==> src/rtl/cp0_regfile.sv <==
// MIPS-style CP0 register file: Status/Cause/EPC/BadVAddr exception state,
// free-running Count/Compare timer and the interrupt request it feeds.
module cp0_regfile (
    input  logic        clk,
    input  logic        rst,
    input  logic        read_en,
    input  logic        write_en,
    input  logic [7:0]  addr,
    input  logic [31:0] write_data,
    output logic [31:0] read_data,
    input  logic        exc_en,
    input  logic [4:0]  exc_code,
    input  logic [31:0] exc_pc,
    input  logic        exc_delay_slot,
    input  logic [31:0] exc_badvaddr,
    input  logic        eret,
    input  logic [5:0]  hw_int,
    output logic [31:0] status_o,
    output logic [31:0] cause_o,
    output logic [31:0] epc_o,
    output logic        int_req
);

    localparam logic [7:0] A_BADVADDR = {5'd8,  3'd0};
    localparam logic [7:0] A_COUNT    = {5'd9,  3'd0};
    localparam logic [7:0] A_COMPARE  = {5'd11, 3'd0};
    localparam logic [7:0] A_STATUS   = {5'd12, 3'd0};
    localparam logic [7:0] A_CAUSE    = {5'd13, 3'd0};
    localparam logic [7:0] A_EPC      = {5'd14, 3'd0};
    localparam logic [7:0] A_PRID     = {5'd15, 3'd0};
    localparam logic [7:0] A_CONFIG   = {5'd16, 3'd0};

    localparam logic [31:0] PRID_VAL   = 32'h0001_8000;
    localparam logic [31:0] CONFIG_VAL = 32'h8000_0000;

    logic [7:0]  im;
    logic        exl;
    logic        ie;
    logic        bd;
    logic        ti;
    logic [5:0]  ip_hw;
    logic [1:0]  ip_sw;
    logic [4:0]  exc_code_q;
    logic [31:0] epc;
    logic [31:0] badvaddr;
    logic [31:0] count;
    logic [31:0] compare;
    logic        tick;

    logic wr_count, wr_compare, wr_status, wr_cause, wr_epc;
    logic addr_exc;

    assign wr_count   = write_en && (addr == A_COUNT);
    assign wr_compare = write_en && (addr == A_COMPARE);
    assign wr_status  = write_en && (addr == A_STATUS);
    assign wr_cause   = write_en && (addr == A_CAUSE);
    assign wr_epc     = write_en && (addr == A_EPC);
    assign addr_exc   = (exc_code == 5'h04) || (exc_code == 5'h05);

    always_ff @(posedge clk) begin
        if (!rst) begin
            im         <= '0;
            exl        <= 1'b0;
            ie         <= 1'b0;
            bd         <= 1'b0;
            ti         <= 1'b0;
            ip_hw      <= '0;
            ip_sw      <= '0;
            exc_code_q <= '0;
            epc        <= '0;
            badvaddr   <= '0;
            count      <= '0;
            compare    <= '0;
            tick       <= 1'b0;
        end else begin
            // Timer path runs independently of exception/eret arbitration.
            if (wr_count) begin
                count <= write_data;
                tick  <= 1'b0;
            end else begin
                tick <= ~tick;
                if (tick)
                    count <= count + 32'd1;
            end

            if (wr_compare)
                compare <= write_data;

            if (wr_compare)
                ti <= 1'b0;
            else if (count == compare)
                ti <= 1'b1;

            ip_hw <= {hw_int[5] | ti, hw_int[4:0]};

            // Exception beats eret beats MTC0 for the architectural state.
            if (exc_en) begin
                exl        <= 1'b1;
                exc_code_q <= exc_code;
                if (!exl) begin
                    epc <= exc_delay_slot ? (exc_pc - 32'd4) : exc_pc;
                    bd  <= exc_delay_slot;
                end
                if (addr_exc)
                    badvaddr <= exc_badvaddr;
            end else if (eret) begin
                exl <= 1'b0;
            end else begin
                if (wr_status) begin
                    im  <= write_data[15:8];
                    exl <= write_data[1];
                    ie  <= write_data[0];
                end
                if (wr_cause)
                    ip_sw <= write_data[9:8];
                if (wr_epc)
                    epc <= write_data;
            end
        end
    end

    assign status_o = {9'b0, 1'b1, 6'b0, im, 6'b0, exl, ie};
    assign cause_o  = {bd, ti, 14'b0, ip_hw, ip_sw, 1'b0, exc_code_q, 2'b0};
    assign epc_o    = epc;

    assign int_req = ie & ~exl & (|(im & cause_o[15:8]));

    always_comb begin
        read_data = '0;
        if (read_en) begin
            case (addr)
                A_BADVADDR: read_data = badvaddr;
                A_COUNT:    read_data = count;
                A_COMPARE:  read_data = compare;
                A_STATUS:   read_data = status_o;
                A_CAUSE:    read_data = cause_o;
                A_EPC:      read_data = epc;
                A_PRID:     read_data = PRID_VAL;
                A_CONFIG:   read_data = CONFIG_VAL;
                default:    read_data = '0;
            endcase
        end
    end

endmodule

==> config.mk <==
export PLATFORM = sky130hd
export DESIGN_NAME = cp0_regfile
export DESIGN_NICKNAME = d
export VERILOG_FILES = /design/src/rtl/cp0_regfile.sv
export SDC_FILE = /design/constraint.sdc
export NUM_CORES = 1
export LEC_CHECK = 0
export BUFFER_PORTS_ARGS = -buffer_cell sky130_fd_sc_hd__buf_2
export CAP_MARGIN = 20
export CORE_UTILIZATION = 53
export DETAILED_ROUTE_END_ITERATION = 10
export PLACE_DENSITY = 0.88
export SYNTH_ARGS = -nofsm -noshare
export SYNTH_HDL_FRONTEND = slang
export SYNTH_SLANG_ARGS = --single-unit
==> constraint.sdc <==
create_clock -name clk -period 3 [get_ports clk]
set_input_delay 0.6 -clock clk [delete_from_list [all_inputs] [get_ports clk]]
set_output_delay 0.6 -clock clk [all_outputs]
set_load 0.01 [all_outputs]
==> summary.md <==
| Metric | Value |
|---|---|
| Period utilization | a little over nine tenths |
| DP HPWL | 24.2 mm |
| Via/cell ratio | 6.27 |
| CTS sink cnt | 154 |
| CP cell instances | buf_2 > or4b_1 > o22ai_1 > nand3_1 > a2111oi_2 > buf_2 |
| Worst Path Buf+Inv | 2 |
| Slew at the pin closest to its max-slew limit | 750 ps |
| Clk_lat worst skew | ~430 ps |
| Max incr delay on CP | approximately 540 ps |
| Die width | 133 um |
| Fill count | ~1400 |
| Worst path slowest cell | or4b_1 |
| WL final | 32.2 mm |
| Type of element launching the critical path | input pin |
| Total number of vias | 9818 |
| CTS root buf | clkbuf_16 |
| First-pass GRT wire length | about 49 mm |
| Initial drt markers | 1382 |
| Top cell type by total area after synthesis | dfxtp_1 |
| Fraction of layout cells with a size suffix above 1 | about a quarter |
| Pwr Density | 462 nW/um2 |
| Arr. time, crit path | about 2400 ps |
| Hold depth | 2 |
| Largest net degree at the start of global routing | 66 |
| Most frequent cells in the layout | 211 x buf_2, 202 x nand2_1, 154 x dfxtp_1, 140 x a21oi_1, 76 x xnor2_1 |
| Final number of max-transition violations | 0 |
| Setup CP Type | input pin to primary output |
| Min-delay worst type | input pin to flop |
| Metal-1 WL | ~12 mm |
| EDFF count, synth | 0 |
| Initial Util | roughly 54% |
| # IOs | approximately 250 |
| GPL Wtd Cong | just over 1 |
| Vias in the first global route | approximately 8900 |
| Total power | about 5.0 mW |
| DR WL/cell | 20.6 um |
| Cts hold-fix bufs | 0 |
| Synth Area per Inst | roughly 7.8 um2 |
| Setup Viol. Count Final | 0 |
| Ys Warns | 0 |
| Placed cell count | around 1500 |
| Grt total ovfl | 0 |
| Min-delay src | hw_int[4] |
| Total Routing Usage GR | between 30 and 40% |
| Largest delay share family, worst path | simple AND/OR/NAND/NOR gates |
| Total die area | 17600 um2 |
| RSZ-0062 raised after global routing | false |
| Unique cell type count in the Yosys netlist | 79 |
| Register bit total from synthesis | approximately 150 |
| Hold EP | ip_hw[4] |
| Initial antenna violation count | 1 |
| Nets@finish | ~1500 |
| Worst VDD drop | 0.000420 V |
| Clock Skews | ~8.6 ps |
| Crit-path max FO | 4 |
| Syn-to-layout area delta | 18.7% |
| Ranking of synthesized cells by area | dfxtp_1 34%, nand2_1 8.4%, a21oi_1 7.7%, xnor2_1 7.4%, buf_4 3.7% |
| Drt first pass iters | 7 |
| Worst R2R Start | count[0] |
| CTS tree | built |
| Leak | just over 4 nW |
| FFs w/ async S/R, synth | 0% |
| Fin cells | 1565 |
| CTS resizes | 0 |
| Max Used Layer | met4 |
| Core area | around 17000 um2 |
| Post-CTS setup buffers | 0 |
| Setup_tns | 0 ps |
| Tmin final | around 3000 ps |
| Cell Area, Synth | a little over 9000 um2 |
| Cell depth of the worst flop-to-flop path | 6 |
| Final ANT Viol Nets | 0 |
| Top_reg_cell synth | dfxtp_1 |
| Rel. slew slack | ~50% |
| Crit Reg-Reg Endpoint | count[26] |
| Max Fclk | ~340 MHz |
| Clock Path Buffers | 2 |
| # DRC | 0 |
| Met3 Routed Length | between 4 and 5 mm |
| Crit path top cell by count | buf_2 |
| CP required | ~2400 ps |
| Port bufs | between 200 and 250 |
| Setup slack, reg-to-reg | approximately 700 ps |
| Post-Syn Instances | around 1200 |
| Critical Path End Type | primary output |
| Worst-path clk slew | 60 ps |
| Status | finished clean |
| Commonest non-fill, non-tap cell in the layout | buf_2 |
| Die Ht | between 100 and 150 um |
| Row Count | 47 |
| Max Cap Violations | 0 |
| Final count of hold timing violations | 0 |
| Synth top area share | roughly a third |
| WL met2 | approximately 14 mm |
| Post-synthesis sequential area ratio | around a third |
| H-tree levels | 4 |
| Num CTS Buffers | 17 |
layer usage:
metal	vias to the layer above	track usage [%]
met5	-	0
met4	0	19.5
met3	126	9.12
met2	764	55.5
met1	4572	46.4
li1	4356	-
registers in the layout (all words and copies together), names as in the netlist:
signal,cells
badvaddr,32
compare,32
count,32
epc_o,32
im,8
ip_hw,6
exc_code_q,5
ip_sw,2
bd,1
exl,1
ie,1
ti,1
tick,1
cell usage after synthesis, types with 21 or more instances:
| library cell | count |
|---|---|
| nor2_1 | 69 |
| buf_4 | 45 |
| a21oi_1 | 140 |
| nand2_1 | 202 |
| nand3_1 | 29 |
| mux2i_1 | 22 |
| o21ai_0 | 33 |
| buf_2 | 32 |
| nor3_1 | 21 |
| xnor2_1 | 76 |
| clkbuf_1 | 51 |
| a22oi_1 | 30 |
| dfxtp_1 | 154 |
area by class of cell:
type | instances | area [um2] | area share [%]
inverters | 13 | 50.0 | 0.465
clock inverters | 6 | 82.6 | 0.768
multi-input cells | 898 | 5380 | 50.0
diodes | 1 | 2.50 | 0.0233
flip-flops and latches | 154 | 3080 | 28.7
repair buffers | 247 | 1350 | 12.6
clock buffers | 26 | 529 | 4.92
well taps | 220 | 275 | 2.56
power breakdown:
group	leakage, nW	internal (mW)	switching (mW)
clock network	0.302	1.38	0.847
registers	1.25	2.10	0.0648
logic	2.50	0.213	0.362
through the flow:
| step | hold WS, ps | utilization (%) | area, um2 | setup slack (ps) |
|---|---|---|---|---|
| after floorplan | 434 | - | 9200 | 377 |
| after global placement | 441 | 60.9 | 10100 | 95.0 |
| after detailed placement | 448 | 60.9 | 10100 | 107 |
| after CTS | 364 | 64.6 | 10700 | 86.0 |
| after global routing | 361 | 64.6 | 10800 | 7.43 |
| final | 370 | 64.6 | 10800 | 46.7 |
how the worst max path moves through the flow:
stage            start            end  slack [ps]  cells past startpoint
5_1_grt        addr[3]  read_data[14]           7                      6
3_5_place_dp   addr[3]  read_data[14]         110                      6
4_1_cts        addr[3]  read_data[14]          90                      6
2_1_floorplan  addr[3]  read_data[10]         380                      6
6_report       addr[3]  read_data[14]          50                      6
3_3_place_gp   addr[3]  read_data[14]          90                      6
logic make-up after synthesis:
| logic type | synth area share (%) |
|---|---|
| multiplexers | 3.05 |
| flip-flops | 34.0 |
| adder cells (fa/ha/maj) | 0.276 |
| AO/OA/AOI/OAI | 20.9 |
| other | 0.0829 |
| buffers and inverters | 8.23 |
| XOR/XNOR | 8.41 |
| AND/OR/NAND/NOR | 25.0 |
(Power assumes the default switching activity.)
